`config.mk`:
```
export PLATFORM = sky130hd
export DESIGN_NAME = stack_lifo
export DESIGN_NICKNAME = d
export VERILOG_FILES = /design/src/rtl/stack_lifo.sv
export SDC_FILE = /design/constraint.sdc
export NUM_CORES = 1
export LEC_CHECK = 0
export CAP_MARGIN = 20
export CORE_MARGIN = 5
export CORE_UTILIZATION = 35
export CTS_BUF_LIST = sky130_fd_sc_hd__clkbuf_16
export CTS_CLUSTER_SIZE = 40
export DETAILED_ROUTE_END_ITERATION = 12
export GPL_ROUTABILITY_DRIVEN = 0
export GPL_TIMING_DRIVEN = 0
export MAX_ROUTING_LAYER = met4
export PLACE_DENSITY = 0.56
export SYNTH_ARGS = -nofsm -noshare
export SYNTH_HDL_FRONTEND = slang
export SYNTH_SLANG_ARGS = --single-unit
```
`constraint.sdc`:
```
create_clock -name clk -period 7.2 [get_ports clk]
set_input_delay 0.72 -clock clk [delete_from_list [all_inputs] [get_ports clk]]
set_output_delay 0.72 -clock clk [all_outputs]
set_load 0.05 [all_outputs]
```
`src/rtl/stack_lifo.sv`:
```
// Register-array LIFO stack with a one-cycle registered pop path.
// Supports same-cycle push/pop (top replace, or bypass when empty) and sticky overflow/underflow flags.
module stack_lifo #(
  parameter int WIDTH = 8,
  parameter int AW    = 6
) (
  input  logic             clk,
  input  logic             rst_n,
  input  logic             clr,
  input  logic             push,
  input  logic             pop,
  input  logic [WIDTH-1:0] din,
  output logic [WIDTH-1:0] dout,
  output logic             dout_valid,
  output logic [AW:0]      count,
  output logic             empty,
  output logic             full,
  output logic             ovf,
  output logic             udf
);

  localparam int          DEPTH   = 1 << AW;
  localparam logic [AW:0] SP_FULL = {1'b1, {AW{1'b0}}};

  logic [WIDTH-1:0] mem_q [DEPTH];
  logic [AW:0]      sp_q, sp_d;
  logic [WIDTH-1:0] dout_q, dout_d;
  logic             valid_q, valid_d;
  logic             ovf_q, ovf_d;
  logic             udf_q, udf_d;
  logic             mem_we;
  logic [AW-1:0]    mem_waddr;
  logic [AW-1:0]    top_idx;
  logic [WIDTH-1:0] top_data;

  // When full, sp's low bits are zero, so the subtraction wraps to the last slot.
  assign top_idx  = sp_q[AW-1:0] - AW'(1);
  assign top_data = mem_q[top_idx];
  assign empty    = (sp_q == '0);
  assign full     = (sp_q == SP_FULL);

  always_comb begin
    // NOTE: every signal gets a default first so no path leaves it unassigned and infers a latch.
    sp_d      = sp_q;
    dout_d    = dout_q;
    valid_d   = 1'b0;
    ovf_d     = ovf_q;
    udf_d     = udf_q;
    mem_we    = 1'b0;
    mem_waddr = sp_q[AW-1:0];

    if (clr) begin
      sp_d  = '0;
      ovf_d = 1'b0;
      udf_d = 1'b0;
    end else if (push && pop) begin
      valid_d = 1'b1;
      if (empty) begin
        dout_d = din;
      end else begin
        dout_d    = top_data;
        mem_we    = 1'b1;
        mem_waddr = top_idx;
      end
    end else if (push) begin
      if (full) begin
        ovf_d = 1'b1;
      end else begin
        mem_we = 1'b1;
        sp_d   = sp_q + (AW+1)'(1);
      end
    end else if (pop) begin
      if (empty) begin
        udf_d = 1'b1;
      end else begin
        dout_d  = top_data;
        valid_d = 1'b1;
        sp_d    = sp_q - (AW+1)'(1);
      end
    end
  end

  // NOTE: the storage array has no reset; entries at or above sp are never observable.
  always_ff @(posedge clk) begin
    if (mem_we) mem_q[mem_waddr] <= din;
  end

  // NOTE: sequential state uses non-blocking assignments so all registers update together.
  always_ff @(posedge clk or negedge rst_n) begin
    if (!rst_n) begin
      sp_q    <= '0;
      dout_q  <= '0;
      valid_q <= 1'b0;
      ovf_q   <= 1'b0;
      udf_q   <= 1'b0;
    end else begin
      sp_q    <= sp_d;
      dout_q  <= dout_d;
      valid_q <= valid_d;
      ovf_q   <= ovf_d;
      udf_q   <= udf_d;
    end
  end

  assign dout       = dout_q;
  assign dout_valid = valid_q;
  assign count      = sp_q;
  assign ovf        = ovf_q;
  assign udf        = udf_q;

endmodule

```
==> flow_summary.toml <==
[run_status]
status = "finished clean"

[floorplan]
rows = 90
initial_core_util_pct = 35.2
ios = 33
coreArea_um2 = 60000
dieArea_um2 = 65300
fp.dieW_um = 256
die_h_um = 256

[cts]
clkTransAtPathRegs_ns = 0.06
cts_resized = 0
htreeDepth = 2
max-clock-path-buffers = 3
clock-root-buffer = "clkbuf_16"
tritoncts = "done"
cts_buffers = 51
clock-sinks = 530
cts-hold-fix-buffers = 0
cts_setup_buffers = 0
worstSkewPairLatency_ns = 0.59

[timing]
rsz0062_at_grt = "false"
setup-violations-final = 0
maxSlewViolCount = 0
setup_tns_ns = 0
clock_skew_ns = 0.0140
max_slew_margin_pct = 32.7
period_needed_ns = 6.55
fmax_mhz = 153
hold_viol = 0
finalCritPeriodShare_pct = 91.0
tightest_slew_ns = 1.01

[yosys]
syn_area_per_cell_um2 = 18.5
synth_cells = 1144
synthAdderAreaFrac_pct = 0.450
async_reset_ff_share_pct = 3.40
synth.distinct_cells = 51
yosys_warnings = 0
synth_top_family_by_area = "multiplexers"
yosysSeqAreaShare_pct = 74.9
synth_fp_nets = 1164
muxShareOfSynthArea_pct = 13.5
synthFlopType = "edfxtp_1"
yosys.area_share.simple_pct = 6.42
ys_seq_elements = 530
syn_area_um2 = 21100
synthXorXnorAreaFrac_pct = 0.326
synth_edf_count = 512
synth-compound-area-share_pct = 3.00

[worst_setup_path]
critPathLaunchType = "flop"
worstSetupEndpointType = "flop"
critical_path_arrival_ns = 6.76
worstPathMaxFanout = 10
worstPathRequired_ns = 7.41
regToRegSetupSlack_ns = 0.65
criticalPathCategory = "reg2reg"

[power]
p_seq_share_pct = 40.1
internal_power_mw = 5.84
p_clk_share_pct = 28.3
p_switching_mw = 2.96
power.density_nw_per_um2 = 365
p_comb_share_pct = 31.6
p_leak_nw = 7.48
peakVddDrop_uv = 169
switching_share_pct = 33.7

[detailed_routing]
vias = 11100
routed.top_layer = "met4"
wl_met2_mm = 24.6
wl_mm = 51.3
drcViolationCount = 0
ant_nets = 0
wl_per_cell_um = 24.9
first_pass_iters = 5
wl_met1_mm = 21.9
drtIter0Drc = 927
dr_wl_met3_mm = 2.99
viasPerCell = 5.38

[min_path]
hold_class = "reg2reg"

[placement]
dpl-instance-area_um2 = 22500
dp_hpwl_mm = 33.8
port_buffers = 31

[global_route]
grt_pass1_wl_mm = 75.5
grt_usage_pct = 15.9
grt_pass1_vias = 11000
grt_max_degree = 54
grt_antenna_before_repair = 1
grt_overflow = 0

[cells_and_area]
fill_cells = 5362
nets = 1257
syn2layout_area_growth_pct = 14.0
design_area_um2 = 24100
drive_above_1_share_pct = 18.0

[run]
cap_violations = 0
==> power by group through the flow <==
stage,Combinational (mW),Sequential (mW),Clock (mW)
after floorplan,1.65,3.70,0
after global placement,2.76,3.59,0
after detailed placement,2.78,3.59,0
after CTS,2.79,3.52,2.55
after global routing,2.97,3.53,2.68
final,2.78,3.52,2.49
==> registers in the layout (all words and copies together) (netlist names) <==
| name | flops |
|---|---|
| udf | 1 |
| dout | 8 |
| mem_q | 512 |
| ovf | 1 |
| dout_valid | 1 |
| count | 7 |
==> layer usage <==
metal / vias to the layer above / track usage, %
li1: 4781 / -
met1: 5791 / 21.6
met2: 387 / 24.9
met3: 103 / 2.23
met4: 0 / 5.35
met5: - / -
==> path summary, 6_finish.rpt <==
path                                 startpoint                      to  cells after the start
min in group asynchronous                 rst_n    dout_valid$_DFF_PN0_                      1
setup reg to reg           count[0]$_DFFE_PN0P_  mem_q[56][5]$_DFFE_PP_                     12
hold reg to reg                 udf$_DFFE_PN0P_         udf$_DFFE_PN0P_                      2
hold / removal                  udf$_DFFE_PN0P_         udf$_DFFE_PN0P_                      2
setup / recovery           count[0]$_DFFE_PN0P_  mem_q[56][5]$_DFFE_PP_                     12
max in group asynchronous                 rst_n    count[3]$_DFFE_PN0P_                      1
==> worst max-delay path: stages, from the launching register on <==
cell and delay [ns]:
dfrtp_1 0.64, buf_2 0.40, buf_2 0.42, buf_2 0.41, inv_1 0.19, ha_1 0.31
clkbuf_1 0.55, buf_1 0.61, clkbuf_1 0.67, a32oi_1 0.19, nor2_1 0.33, nand2_1 0.53
nor2_1 0.88
==> metrics by stage <==
step           hold WS (ns)  power [mW]  util [%]  cells  worst slack (ns)
2_1_floorplan         0.424        5.34         -   1144              2.89
3_3_place_gp          0.477        6.36      37.3   1957             0.645
3_5_place_dp          0.486        6.37      37.5   1965             0.595
4_1_cts               0.501        8.86      40.1   2054             0.576
5_1_grt               0.539        9.18      40.1   2056             0.230
6_report              0.501        8.80      40.1   2056             0.649
==> layout make-up <==
class                      instances  area (um2)  share of cell area (%)
clock buffer                      53        1330                    5.51
tap                              782         978                    4.06
buffer                            58         248                    1.03
inverter                           8        30.0                   0.125
antenna                            1        2.50                  0.0104
timing repair buffer              40         445                    1.85
multi-input combinational        548        5010                    20.8
sequential                       530       15800                    65.7
clock inverter                    36         203                   0.842
==> logic make-up (layout without fill, tap and decap cells) <==
family | count (synthesis) | count (layout)
DFF | 530 | 530
and+or+nand+nor | 323 | 323
muxes | 127 | 127
AOI/OAI and AO/OA | 84 | 84
buffers and inverters | 66 | 195
adders and majority gates | 7 | 7
xor gates and xnor gates | 7 | 7
other | 0 | 1
==> layout by cell type, fill, tap and decap left out, types with 4 or more instances in the layout <==
master           count
a21oi_1              6
o221ai_1             8
ha_1                 6
o21ai_0              7
or3_1                4
nor2_1             125
nor2b_1              5
a31oi_1              9
clkinv_2            12
mux4_2             127
o211ai_1             4
inv_1               16
o2111ai_1            8
buf_1                5
clkbuf_1            39
o22ai_1              9
buf_12               8
nand2_1            121
o31ai_1              7
edfxtp_1           512
clkbuf_16           53
dfrtp_1             18
clkinv_1            14
nand3_1             49
buf_2               20
a41o_1               8
clkdlybuf4s50_1     23
o31a_1               5
==> cell usage after synthesis (2+ instances only) <==
| cell | number | area [um2] |
|---|---|---|
| edfxtp_1 | 512 | 15400 |
| mux4_2 | 127 | 2860 |
| nor2_1 | 125 | 469 |
| nand2_1 | 121 | 454 |
| nand3_1 | 49 | 245 |
| clkbuf_1 | 39 | 146 |
| dfrtp_1 | 18 | 450 |
| buf_2 | 12 | 60.1 |
| a31oi_1 | 9 | 56.3 |
| o22ai_1 | 9 | 56.3 |
| a41o_1 | 8 | 80.1 |
| o2111ai_1 | 8 | 70.1 |
| o221ai_1 | 8 | 70.1 |
| inv_1 | 7 | 26.3 |
| o21ai_0 | 7 | 35.0 |
| o31ai_1 | 7 | 52.6 |
| a21oi_1 | 6 | 30.0 |
| ha_1 | 6 | 75.1 |
| buf_1 | 5 | 18.8 |
| nor2b_1 | 5 | 31.3 |
| o31a_1 | 5 | 43.8 |
| o211ai_1 | 4 | 30.0 |
| or3_1 | 4 | 25.0 |
| nand3b_1 | 3 | 22.5 |
| nand4_1 | 3 | 18.8 |
| o41ai_1 | 3 | 26.3 |
| xnor2_1 | 3 | 26.3 |
| xor2_1 | 3 | 26.3 |
| a21o_1 | 2 | 15.0 |
| buf_6 | 2 | 22.5 |
| nor3_1 | 2 | 10.0 |
| nor4_1 | 2 | 12.5 |
| o21a_1 | 2 | 15.0 |
(Power assumes the default switching activity.)
